### config.mk
export PLATFORM = sky130hd
export DESIGN_NAME = s15850_n460_scan_drv
export DESIGN_NICKNAME = d
export VERILOG_FILES = /design/src/rtl/s15850_n460_scan_drv.sv
export SDC_FILE = /design/constraint.sdc
export NUM_CORES = 1
export LEC_CHECK = 0
export ABC_AREA = 1
export BUFFER_PORTS_ARGS = -buffer_cell sky130_fd_sc_hd__buf_2
export CELL_PAD_IN_SITES_DETAIL_PLACEMENT = 1
export CELL_PAD_IN_SITES_GLOBAL_PLACEMENT = 1
export CORE_MARGIN = 10
export CORE_UTILIZATION = 30
export CTS_CLUSTER_DIAMETER = 100
export DETAILED_ROUTE_END_ITERATION = 12
export PLACE_DENSITY = 0.74
export SETUP_SLACK_MARGIN = 0.2
export SYNTH_ARGS = -nofsm -noshare
export SYNTH_HDL_FRONTEND = slang
export SYNTH_SLANG_ARGS = --single-unit
### constraint.sdc
create_clock -name CK -period 1.75 [get_ports CK]
set_input_delay 0.35 -clock CK [delete_from_list [all_inputs] [get_ports CK]]
set_output_delay 0.35 -clock CK [all_outputs]
set_load 0.005 [all_outputs]
### src/rtl/s15850_n460_scan_drv.sv
// Scan/state driver for the s15850 n460 cone: accepts a 20-bit pattern, shifts it into the chain,
// captures n460 and returns it. Optional signature register built when S15850_N460_MISR_EN is defined.
module s15850_n460_scan_drv #(
    parameter int                 CNT_W     = 16,
    parameter int                 MISR_W    = 16,
    parameter logic [MISR_W-1:0]  MISR_POLY = 16'hB400
) (
    input  logic              CK,
    input  logic              RST,
    input  logic              pat_valid,
    output logic              pat_ready,
    input  logic [19:0]       pat_data,
    output logic [19:0]       state_q,
    output logic              cone_valid,
    output logic              so,
    input  logic              n460,
    output logic              res_valid,
    input  logic              res_ready,
    output logic              res_bit,
    output logic [CNT_W-1:0]  pat_cnt,
    output logic [MISR_W-1:0] sig,
    input  logic              sig_clr
);

    localparam int NBITS = 20;

    // Handshakes: a transfer happens on a rising CK edge where valid and ready are both high;
    // the sender holds valid and data stable until that edge.
    typedef enum logic [2:0] {
        ST_IDLE    = 3'd0,
        ST_SHIFT   = 3'd1,
        ST_SETTLE  = 3'd2,
        ST_CAPTURE = 3'd3,
        ST_RESP    = 3'd4
    } fsm_e;

    fsm_e               fsm_q, fsm_d;
    logic [NBITS-1:0]   shadow_q, shadow_d;
    logic [NBITS-1:0]   state_d;
    logic [4:0]         k_q, k_d;
    logic               res_bit_q, res_bit_d;
    logic [CNT_W-1:0]   pat_cnt_q, pat_cnt_d;
    logic               pat_ready_q, pat_ready_d;
    logic               cone_valid_q, cone_valid_d;
    logic               res_valid_q, res_valid_d;

    always_comb begin
        fsm_d     = fsm_q;
        shadow_d  = shadow_q;
        state_d   = state_q;
        k_d       = k_q;
        res_bit_d = res_bit_q;
        pat_cnt_d = pat_cnt_q;
        case (fsm_q)
            ST_IDLE: begin
                if (pat_valid && pat_ready_q) begin
                    shadow_d = pat_data;
                    k_d      = 5'd0;
                    fsm_d    = ST_SHIFT;
                end
            end
            ST_SHIFT: begin
                // Bit k enters at the top; after NBITS shifts shadow[0] has reached chain[0].
                state_d = {shadow_q[k_q], state_q[NBITS-1:1]};
                if (k_q == 5'(NBITS - 1)) begin
                    k_d   = 5'd0;
                    fsm_d = ST_SETTLE;
                end else begin
                    k_d = k_q + 5'd1;
                end
            end
            ST_SETTLE: begin
                fsm_d = ST_CAPTURE;
            end
            ST_CAPTURE: begin
                res_bit_d = n460;
                if (pat_cnt_q != {CNT_W{1'b1}}) begin
                    pat_cnt_d = pat_cnt_q + 1'b1;
                end
                fsm_d = ST_RESP;
            end
            ST_RESP: begin
                if (res_ready && res_valid_q) begin
                    fsm_d = ST_IDLE;
                end
            end
            default: begin
                fsm_d = ST_IDLE;
            end
        endcase

        // Flag outputs are registered from the next state so they line up with fsm_q.
        pat_ready_d  = (fsm_d == ST_IDLE);
        cone_valid_d = (fsm_d == ST_SETTLE) || (fsm_d == ST_CAPTURE) || (fsm_d == ST_RESP);
        res_valid_d  = (fsm_d == ST_RESP);
    end

    always_ff @(posedge CK) begin
        if (RST) begin
            fsm_q        <= ST_IDLE;
            shadow_q     <= '0;
            state_q      <= '0;
            k_q          <= 5'd0;
            res_bit_q    <= 1'b0;
            pat_cnt_q    <= '0;
            pat_ready_q  <= 1'b0;
            cone_valid_q <= 1'b0;
            res_valid_q  <= 1'b0;
        end else begin
            fsm_q        <= fsm_d;
            shadow_q     <= shadow_d;
            state_q      <= state_d;
            k_q          <= k_d;
            res_bit_q    <= res_bit_d;
            pat_cnt_q    <= pat_cnt_d;
            pat_ready_q  <= pat_ready_d;
            cone_valid_q <= cone_valid_d;
            res_valid_q  <= res_valid_d;
        end
    end

    assign pat_ready  = pat_ready_q;
    assign cone_valid = cone_valid_q;
    assign res_valid  = res_valid_q;
    assign res_bit    = res_bit_q;
    assign pat_cnt    = pat_cnt_q;
    assign so         = state_q[0];

`ifdef S15850_N460_MISR_EN
    logic [MISR_W-1:0] sig_q, sig_d;

    // Galois MISR folding n460 into the LSB; an explicit clear beats a same-cycle capture.
    always_comb begin
        sig_d = sig_q;
        if (sig_clr) begin
            sig_d = '0;
        end else if (fsm_q == ST_CAPTURE) begin
            sig_d = {sig_q[MISR_W-2:0], 1'b0}
                  ^ (sig_q[MISR_W-1] ? MISR_POLY : {MISR_W{1'b0}})
                  ^ {{(MISR_W-1){1'b0}}, n460};
        end
    end

    always_ff @(posedge CK) begin
        if (RST) begin
            sig_q <= '0;
        end else begin
            sig_q <= sig_d;
        end
    end

    assign sig = sig_q;
`else
    logic unused_misr;
    assign unused_misr = &{1'b0, sig_clr, MISR_POLY};
    assign sig         = '0;
`endif

endmodule

==> results of run 1 <==
[kinds of logic after synthesis]
family,after synthesis,share of synthesized area [%]
other,1,0.119
buffers and inverters,70,11.1
adder cells (fa/ha/maj),2,0.795
flip-flops,68,43.3
AND/OR/NAND/NOR,214,29.0
XOR/XNOR,9,2.51
AO/OA/AOI/OAI,78,13.3
[per-layer routing]
layer | global-route usage, % | wire, um
met5 | 0 | 0
met4 | 3.46 | 116
met3 | 4.55 | 486
met2 | 21.6 | 4650
met1 | 13.8 | 4030
[state kept, by name (all words and copies together), names as in the netlist]
register,flops
cone_valid,1
fsm_q,3
k_q,5
pat_cnt,16
pat_ready,1
res_bit,1
res_valid,1
shadow_q,20
state_q,20
[through the flow]
step                instance area (um2)  setup slack, ns  cells  utilization [%]
floorplan                          3200            0.245    457                -
global placement                   3600            0.130    638             35.0
detailed placement                 3600           0.0690    638             35.0
CTS                                3800            0.200    654             37.0
global route                       3910            0.169    659             38.0
finish                             3910            0.277    659             38.0
[cells in the final DEF (no fill, tap or decap)]
| master | n |
|---|---|
| inv_1 | 32 |
| nor2_1 | 92 |
| a21oi_1 | 18 |
| nor3_1 | 7 |
| o21ai_0 | 51 |
| nor3b_1 | 1 |
| a21oi_2 | 6 |
| o22ai_1 | 1 |
| nor3_4 | 3 |
| nor2_4 | 1 |
| nor2_2 | 2 |
| nor3_2 | 1 |
| conb_1 | 16 |
| o31ai_1 | 1 |
| dfxtp_1 | 58 |
| a31oi_1 | 1 |
| clkbuf_8 | 12 |
| xor2_1 | 8 |
| buf_8 | 1 |
| nand2_4 | 1 |
| buf_2 | 65 |
| nand2_2 | 7 |
| dfxtp_2 | 10 |
| nand4_1 | 6 |
| clkinv_2 | 1 |
| buf_6 | 1 |
| xnor2_1 | 1 |
| buf_4 | 20 |
| clkbuf_1 | 3 |
| ha_4 | 1 |
| nand2_1 | 72 |
| nand3_2 | 1 |
| nand3_1 | 19 |
| inv_4 | 1 |
| nand3_4 | 1 |
| ha_2 | 1 |
[worst max-delay path: stages, from the launching register on]
cell,delay [ns]
dfxtp_2,0.37
ha_4,0.15
nand3_4,0.11
nor2_4,0.15
nand3_2,0.11
nand2_4,0.11
buf_6,0.14
xor2_1,0.15
nor2_1,0.05
[repair_timing]
action                     CTS  global route
setup endpoints to repair   14            19
buffers inserted             0             5
pin swaps                    0             5
gates resized for setup      4            23
[worst min-delay path by stage]
stage / from / end / slack, ns / depth (start not counted)
3_3_place_gp: shadow_q[15] / shadow_q[15] / 0.45 / 2
2_1_floorplan: shadow_q[15] / shadow_q[15] / 0.43 / 2
4_1_cts: n460 / res_bit / 0.23 / 3
6_report: n460 / res_bit / 0.25 / 3
3_5_place_dp: shadow_q[13] / shadow_q[13] / 0.45 / 2
5_1_grt: n460 / res_bit / 0.27 / 3
[layout make-up]
| type | instances | area [um2] | share of cell area, % |
|---|---|---|---|
| multi-input cells | 319 | 1550 | 39.8 |
| flip-flops and latches | 68 | 1370 | 35.2 |
| repair buffers | 87 | 502 | 12.8 |
| clock buffers | 15 | 176 | 4.52 |
| well taps | 136 | 170 | 4.36 |
| inverters | 33 | 126 | 3.24 |
| clock inverters | 1 | 5.00 | 0.128 |
[power by group]
part           switching [mW]  leakage, nW  total, mW  internal (mW)
sequential             0.0583        0.559       1.70           1.64
combinational           0.240         1.09      0.389          0.148
clock                   0.584       0.0937       1.22          0.631
total                   0.882         1.74       3.30           2.42
==> metrics.txt, run 1 <==
TNS Setup=0 ns; max cap viols=0; static leakage=around 1.7 nW; distinct cell type count after synthesis=28; Floorplan Core Area=10300 um2; Post-Syn Instances=442; vias in the first global route=3141; overall global routing resource usage=between 10% and 20%; Die ar.=between 10000 and 15000 um2; Worst Path Arrival=between 1.5 and 2 ns; yosys warns=0; Avg WL per Cell=14.1 um; H-tree levels=3; largest net degree at the start of global routing=35; Max FO, Critical Path=8; Setup violations, final=0; cts hold-fix bufs=0; origin of the worst setup path=pat_cnt[0]; global-route wire length before repair=15100 um; share of cells above drive strength 1=about a quarter; clk_skew=about 0.009 ns; Worst setup endpoint=pat_cnt[0]; Max Clock Freq=about 680 MHz; Hold Crit Class=in2reg; Post-synth top flop=dfxtp_1; VDD IR max=0.000452 V; PD cells=845 nW/um2; run status=completed; net total in the final layout=about 550; die width=122 um; DRT antenna net count=0; Seq/Total Area, Yosys=between 40 and 50%; EDFF count, synth=0; HPWL after DPL=6560 um; drt first-iter violations=around 130; Synth async-reset ratio=0%; Crit path required time=slightly below 2 ns; Die Height=around 120 um; Root Driver=clkbuf_8; Congestion Overflow GR=0; Critical Path Sink Type=register; initial antenna violation count=0; Mean Syn Cell Area=~7.1 um2; vias=around 3000; Critical R2R Launch=pat_cnt[0]; area grow syn2layout=24.1%; FF-to-FF End=pat_cnt[0]; n_diodes=0; CTS tree=done; RePlAce Congestion=around 0.80; startpoint types=register; Synth area leader=dfxtp_1; Avg Vias per Cell=between 4 and 5; final period utilization=between 80% and 90%; Hold Fails Final Rpt=0; Initial Util=30.6%; Worst R2R Setup Slack=0.28 ns; Min Clock Period, post-route=roughly 1.5 ns; clock transition at the registers of the reported paths=0.08 ns; RSZ-0062 raised after global routing=true; Critical Setup Path Class=reg2reg; drt total wl=roughly 9300 um; number of I/O port buffers=65; synth cell count leaders=nor2_1, nand2_1, dfxtp_1; Num CTS Buffers=9; fillers=~1300; # DRC=0; Synth top area share=43.3%; Reg2Reg Depth=8; Min Hold Slack=0.247 ns; post-synthesis register bit count=between 60 and 70; DRT Pass-1 Iters=4; Ports=83; Cell Area, Synth=~3100 um2; Area contributors post-synth=dfxtp_1, nor2_1, nand2_1, o21ai_0, buf_4; Max clock buf depth=2; clock sinks=68; Clk Latency, worst-skew pair=around 0.35 ns; total power=3.30 mW; Pins Over Slew Limit=0; most frequent cell after synthesis=nor2_1; floorplan row count=37
Power figures use the tool's default switching activity.
==> inputs of run 2 (changes only) <==
- PLACE_DENSITY: 0.74 -> 0.76
- clock period: 1.75 -> 1.3 ns (I/O delays scaled with it)
==> run 2 against run 1 <==
  * Die area unchanged
  * Critical path type unchanged
  * The run now ends with setup timing left
  * Largest cell class unchanged
  * Global-route usage increased by 4.8 points
  * Combinational power increased to 3.3 times the previous value
  * Utilization increased by 20 points
==> metrics.txt, run 2 (same netlist as run 1, synthesis figures left out) <==
global-route wire length before repair=~20000 um; Initial Util=a little under a third; number of I/O port buffers=65; Max clock buf depth=2; share of cells above drive strength 1=roughly 63%; Storage cell area=approximately 1400 um2; drt total wl=13800 um; Avg WL per Cell=around 18 um; final period utilization=110%; drt first-iter violations=between 100 and 150; most frequent cells in the layout=nor2_1, buf_6, buf_4, nand2_1, buf_2; RSZ-0062 raised after global routing=true; crit-path cells=ha_4 > nand3_4 > nor2_4 > nand3_2 > nand2_4 > buf_8 > clkinv_8 > nand2_2 > a21oi_1; Max FO, Critical Path=5; post-route cell area=5950 um2; PD cells=around 900 nW/um2; Avg Vias per Cell=roughly 4.8; Clk Latency, worst-skew pair=0.35 ns; vias in the first global route=a little under 4000; startpoint types=register; vias=approximately 3600; clk_skew=approximately 0.015 ns; Max Clock Freq=698 MHz; H-tree levels=3; area occupied by multi-input gates=2170 um2; max cap viols=0; net total in the final layout=640; HPWL after DPL=7050 um; Die Height=roughly 120 um; floorplan row count=37; run status=finished with violations; Critical Setup Path Class=reg2reg; RePlAce Congestion=between 0.7 and 0.8; Ports=83; static leakage=between 2 and 3 nW; area grow syn2layout=89.1%; Congestion Overflow GR=0; Worst path slowest cell=dfxtp_4; Min Clock Period, post-route=1.43 ns; commonest non-fill, non-tap cell in the layout=nor2_1; Setup violations, final=36; Hold Fails Final Rpt=0; Root Driver=clkbuf_8; CTS tree=done; Hold Crit Class=in2reg; DRT Pass-1 Iters=4; worst setup margin=-0.133 ns; Pins Over Slew Limit=0; n_diodes=0; initial antenna violation count=0; clock sinks=between 60 and 70; clock transition at the registers of the reported paths=~0.080 ns; overall global routing resource usage=approximately 17%; Floorplan Core Area=just over 10000 um2; largest net degree at the start of global routing=49; total power=between 5 and 6 mW; fillers=1186; slowest stage delay, CP=~0.37 ns; Area after DPL=just under 4000 um2; Worst Path Arrival=1.66 ns; Die ar.=approximately 15000 um2; Critical Path Sink Type=register; Num CTS Buffers=9; # DRC=0; Crit path required time=1.53 ns; failing checks=setup timing; DRT antenna net count=0; die width=approximately 120 um; VDD IR max=0.000540 V
==> run 2: cell count changes in the layout (fill, tap and decap cells not counted), sizes merged <==
cell and delta:
buf +92, bufinv +1, clkbuf -5, clkinv +4
clkinvlp +3, inv -2
==> run 2: path summary, 6_finish.rpt <==
| check | startpoint | to | slack (ns) | cells past startpoint |
|---|---|---|---|---|
| worst max-delay path | pat_cnt[0] | pat_cnt[15] | -0.13 | 9 |
| worst min-delay path | n460 | res_bit | 0.14 | 3 |
| worst max register to register | pat_cnt[0] | pat_cnt[15] | -0.13 | 9 |
| worst min register to register | shadow_q[10] | shadow_q[10] | 0.48 | 2 |
==> run 2: worst max-delay path, delay by kind of cell (launching register included) <==
family	cells	cell delay [ns]
buf+inv	2	0.23
simple gates	5	0.51
flops	1	0.37
fa+ha+maj	1	0.15
compound gates	1	0.06
==> run 2: cell type report <==
cell class	instances	area share, %
repair inverters	2	0.399
repair buffers	179	29.9
clock buffers	10	2.31
well taps	136	2.86
flip-flops and latches	68	24.3
multi-input cells	319	36.5
clock inverters	5	0.883
inverters	33	2.78
==> run 2: power breakdown <==
group	switching [mW]	internal [mW]	leakage [nW]
combinational	0.619	0.649	1.92
sequential	0.104	2.20	0.577
clock	0.875	0.919	0.0979
total	1.60	3.77	2.59
==> run 2: metal layers <==
| layer | GRT usage, % | wire, um | vias up |
|---|---|---|---|
| li1 | - | - | 1725 |
| met1 | 17.3 | 5110 | 1757 |
| met2 | 33.3 | 7880 | 69 |
| met3 | 4.13 | 521 | 22 |
| met4 | 6.04 | 249 | 0 |
| met5 | 0 | 0 | - |
==> run 2: what timing repair did <==
action / 4_1_cts / 5_1_grt
resized for setup: 228 / 115
setup endpoints to repair: 95 / 106
setup buffers: 27 / 25
pin swaps: 48 / 58
gates cloned: 13 / 0
hold buffers: 0 / 0
==> run 2: through the flow <==
step	setup WS (ns)	util, %	hold slack (ns)	TNS, ns	std cells
3_5_place_dp	-0.140	38.4	0.457	-1.54	672
4_1_cts	-0.104	51.6	0.138	-1.80	727
3_3_place_gp	-0.0918	38.4	0.446	-0.825	672
2_1_floorplan	-0.0309	-	0.395	-0.599	457
5_1_grt	-0.232	57.9	0.147	-5.82	752
6_report	-0.133	57.9	0.144	-2.39	752
==> inputs of run 3 (changes only) <==
--- a/config.mk
+++ b/config.mk
@@ -12,4 +12,5 @@
 export CORE_MARGIN = 10
 export CORE_UTILIZATION = 30
+export CTS_BUF_LIST = sky130_fd_sc_hd__clkbuf_8
 export CTS_CLUSTER_DIAMETER = 100
 export DETAILED_ROUTE_END_ITERATION = 12
==> constraint.sdc (replaced) <==
create_clock -name CK -period 1.3 [get_ports CK]
set_input_delay 0.065 -clock CK [delete_from_list [all_inputs] [get_ports CK]]
set_output_delay 0.065 -clock CK [all_outputs]
set_load 0.005 [all_outputs]
==> run 3 against run 2 <==
  * The run still ends with setup timing left
  * Utilization down 4.2 points
  * Routed wire length fell by 5.2%
  * Final area shrank 7.2%
  * Hold slack got worse by 0.13 ns
  * Non-clock buffer count shrank 3
  * Via count is 0.73% lower
  * Die area unchanged
  * Largest cell class unchanged
  * Largest power group unchanged
==> metrics.txt, run 3 (same netlist as run 1, synthesis figures left out) <==
Clk Latency, worst-skew pair=roughly 0.37 ns; global-route wire length before repair=a little under 20000 um; RSZ-0062 raised after global routing=true; floorplan row count=37; Max clock buf depth=2; Floorplan Core Area=about 10000 um2; post-route cell area=5520 um2; area grow syn2layout=75.4%; DRT Pass-1 Iters=4; initial antenna violation count=0; net total in the final layout=636; Min Clock Period, post-route=1.46 ns; vias=approximately 3500; H-tree levels=3; clock transition at the registers of the reported paths=around 0.090 ns; internal power=roughly 3.6 mW; failing checks=setup timing; total power=about 5.2 mW; Switching Share=30.0%; fin util=53.7%; Avg WL per Cell=between 15 and 20 um; max cap viols=0; clock network power share=about a third; worst setup margin=-0.157 ns; clock sinks=~70; area occupied by multi-input gates=a little over 2000 um2; Initial Util=between 30% and 40%; final period utilization=112%; commonest non-fill, non-tap cell in the layout=buf_2; Avg Vias per Cell=4.74; Root Driver=clkbuf_8; Max Clock Freq=around 700 MHz; net switching power=between 1.5 and 2 mW; vias in the first global route=3874; fillers=1251; Storage cell area=~1400 um2; PD cells=941 nW/um2; drt first-iter violations=131; share of cells above drive strength 1=around 52%; Ports=between 80 and 90; startpoint types=register; die width=about 120 um; RePlAce Congestion=0.862; Critical Path Sink Type=register; number of I/O port buffers=65; clk_skew=0.0157 ns; power share of the combinational group=about a fifth; VDD IR max=approximately 0.00055 V; Final Non-Filler Cells=between 700 and 800; Crit path required time=1.60 ns; CTS tree=done; Area after DPL=about 4000 um2; Die ar.=approximately 15000 um2; placed cell count=between 600 and 700; Num CTS Buffers=9; Die Height=roughly 120 um; DRT antenna net count=0; HPWL after DPL=7230 um; static leakage=2.42 nW; Congestion Overflow GR=0; Max FO, Critical Path=5; Setup violations, final=57; run status=finished with violations; Hold Crit Class=in2reg; drt total wl=13000 um; most frequent cells in the layout=buf_2, nor2_1, buf_4, nand2_1, dfxtp_1; Hold Fails Final Rpt=0; # DRC=0; Min Hold Slack=around 0.016 ns; n_diodes=0; largest net degree at the start of global routing=49; Flop pwr share=between 40% and 50%; Worst Path Arrival=roughly 1.8 ns; Pins Over Slew Limit=0; Critical Setup Path Class=reg2reg; overall global routing resource usage=between 10% and 20%
-- run 3: per-stage QoR --
step,worst slack (ns),setup TNS (ns)
2_1_floorplan,-0.0309,-0.599
3_3_place_gp,-0.0690,-0.793
3_5_place_dp,-0.135,-2.04
4_1_cts,-0.0924,-1.62
5_1_grt,-0.223,-7.47
6_report,-0.157,-3.42
-- run 3: timing repair --
item                                    4_1_cts  5_1_grt
hold buffers                                 16        0
pin swaps                                    48       44
endpoints found under the setup margin       69       75
gates resized for setup                     112      105
gates cloned                                  8        3
setup buffers                                20        9
hold endpoints to repair                     16        0
-- run 3: critical path, stage by stage, from the launching register on --
cell and delay (ns):
dfxtp_4 0.36, buf_6 0.12, nor3_4 0.21, buf_6 0.16, buf_6 0.11, buf_12 0.10, buf_16 0.10, o21ai_0 0.09
nor2_1 0.14
-- run 3: final timing paths --
check / startpoint / to / slack, ns / cells past startpoint
setup / recovery: fsm_q[1] / state_q[7] / -0.16 / 8
setup reg to reg: fsm_q[1] / state_q[7] / -0.16 / 8
hold reg to reg: shadow_q[12] / shadow_q[12] / 0.47 / 2
hold / removal: pat_data[9] / shadow_q[9] / 0.02 / 3
-- run 3: per-layer routing --
metal	part of all wire [%]	global-route usage, %
met1	38	16.7
met2	55	30.6
met3	3.7	4.27
met4	2.6	5.52
met5	0	0
-- run 3: power by group through the flow --
stage | Sequential, mW | Combinational, mW | Clock (mW)
finish | 2.31 | 1.07 | 1.81
global route | 2.33 | 1.17 | 1.95
CTS | 2.29 | 0.886 | 1.84
detailed placement | 2.32 | 0.574 | 0
global placement | 2.32 | 0.553 | 0
floorplan | 2.32 | 0.388 | 0
-- run 3: final cells by class --
cell class	instances	share of cell area, %
tap	136	3.08
clock buffer	9	2.24
timing repair buffer	176	28.0
sequential	68	25.4
inverter	33	2.99
multi-input combinational	319	36.7
timing repair inverter	1	0.136
clock inverter	7	1.38
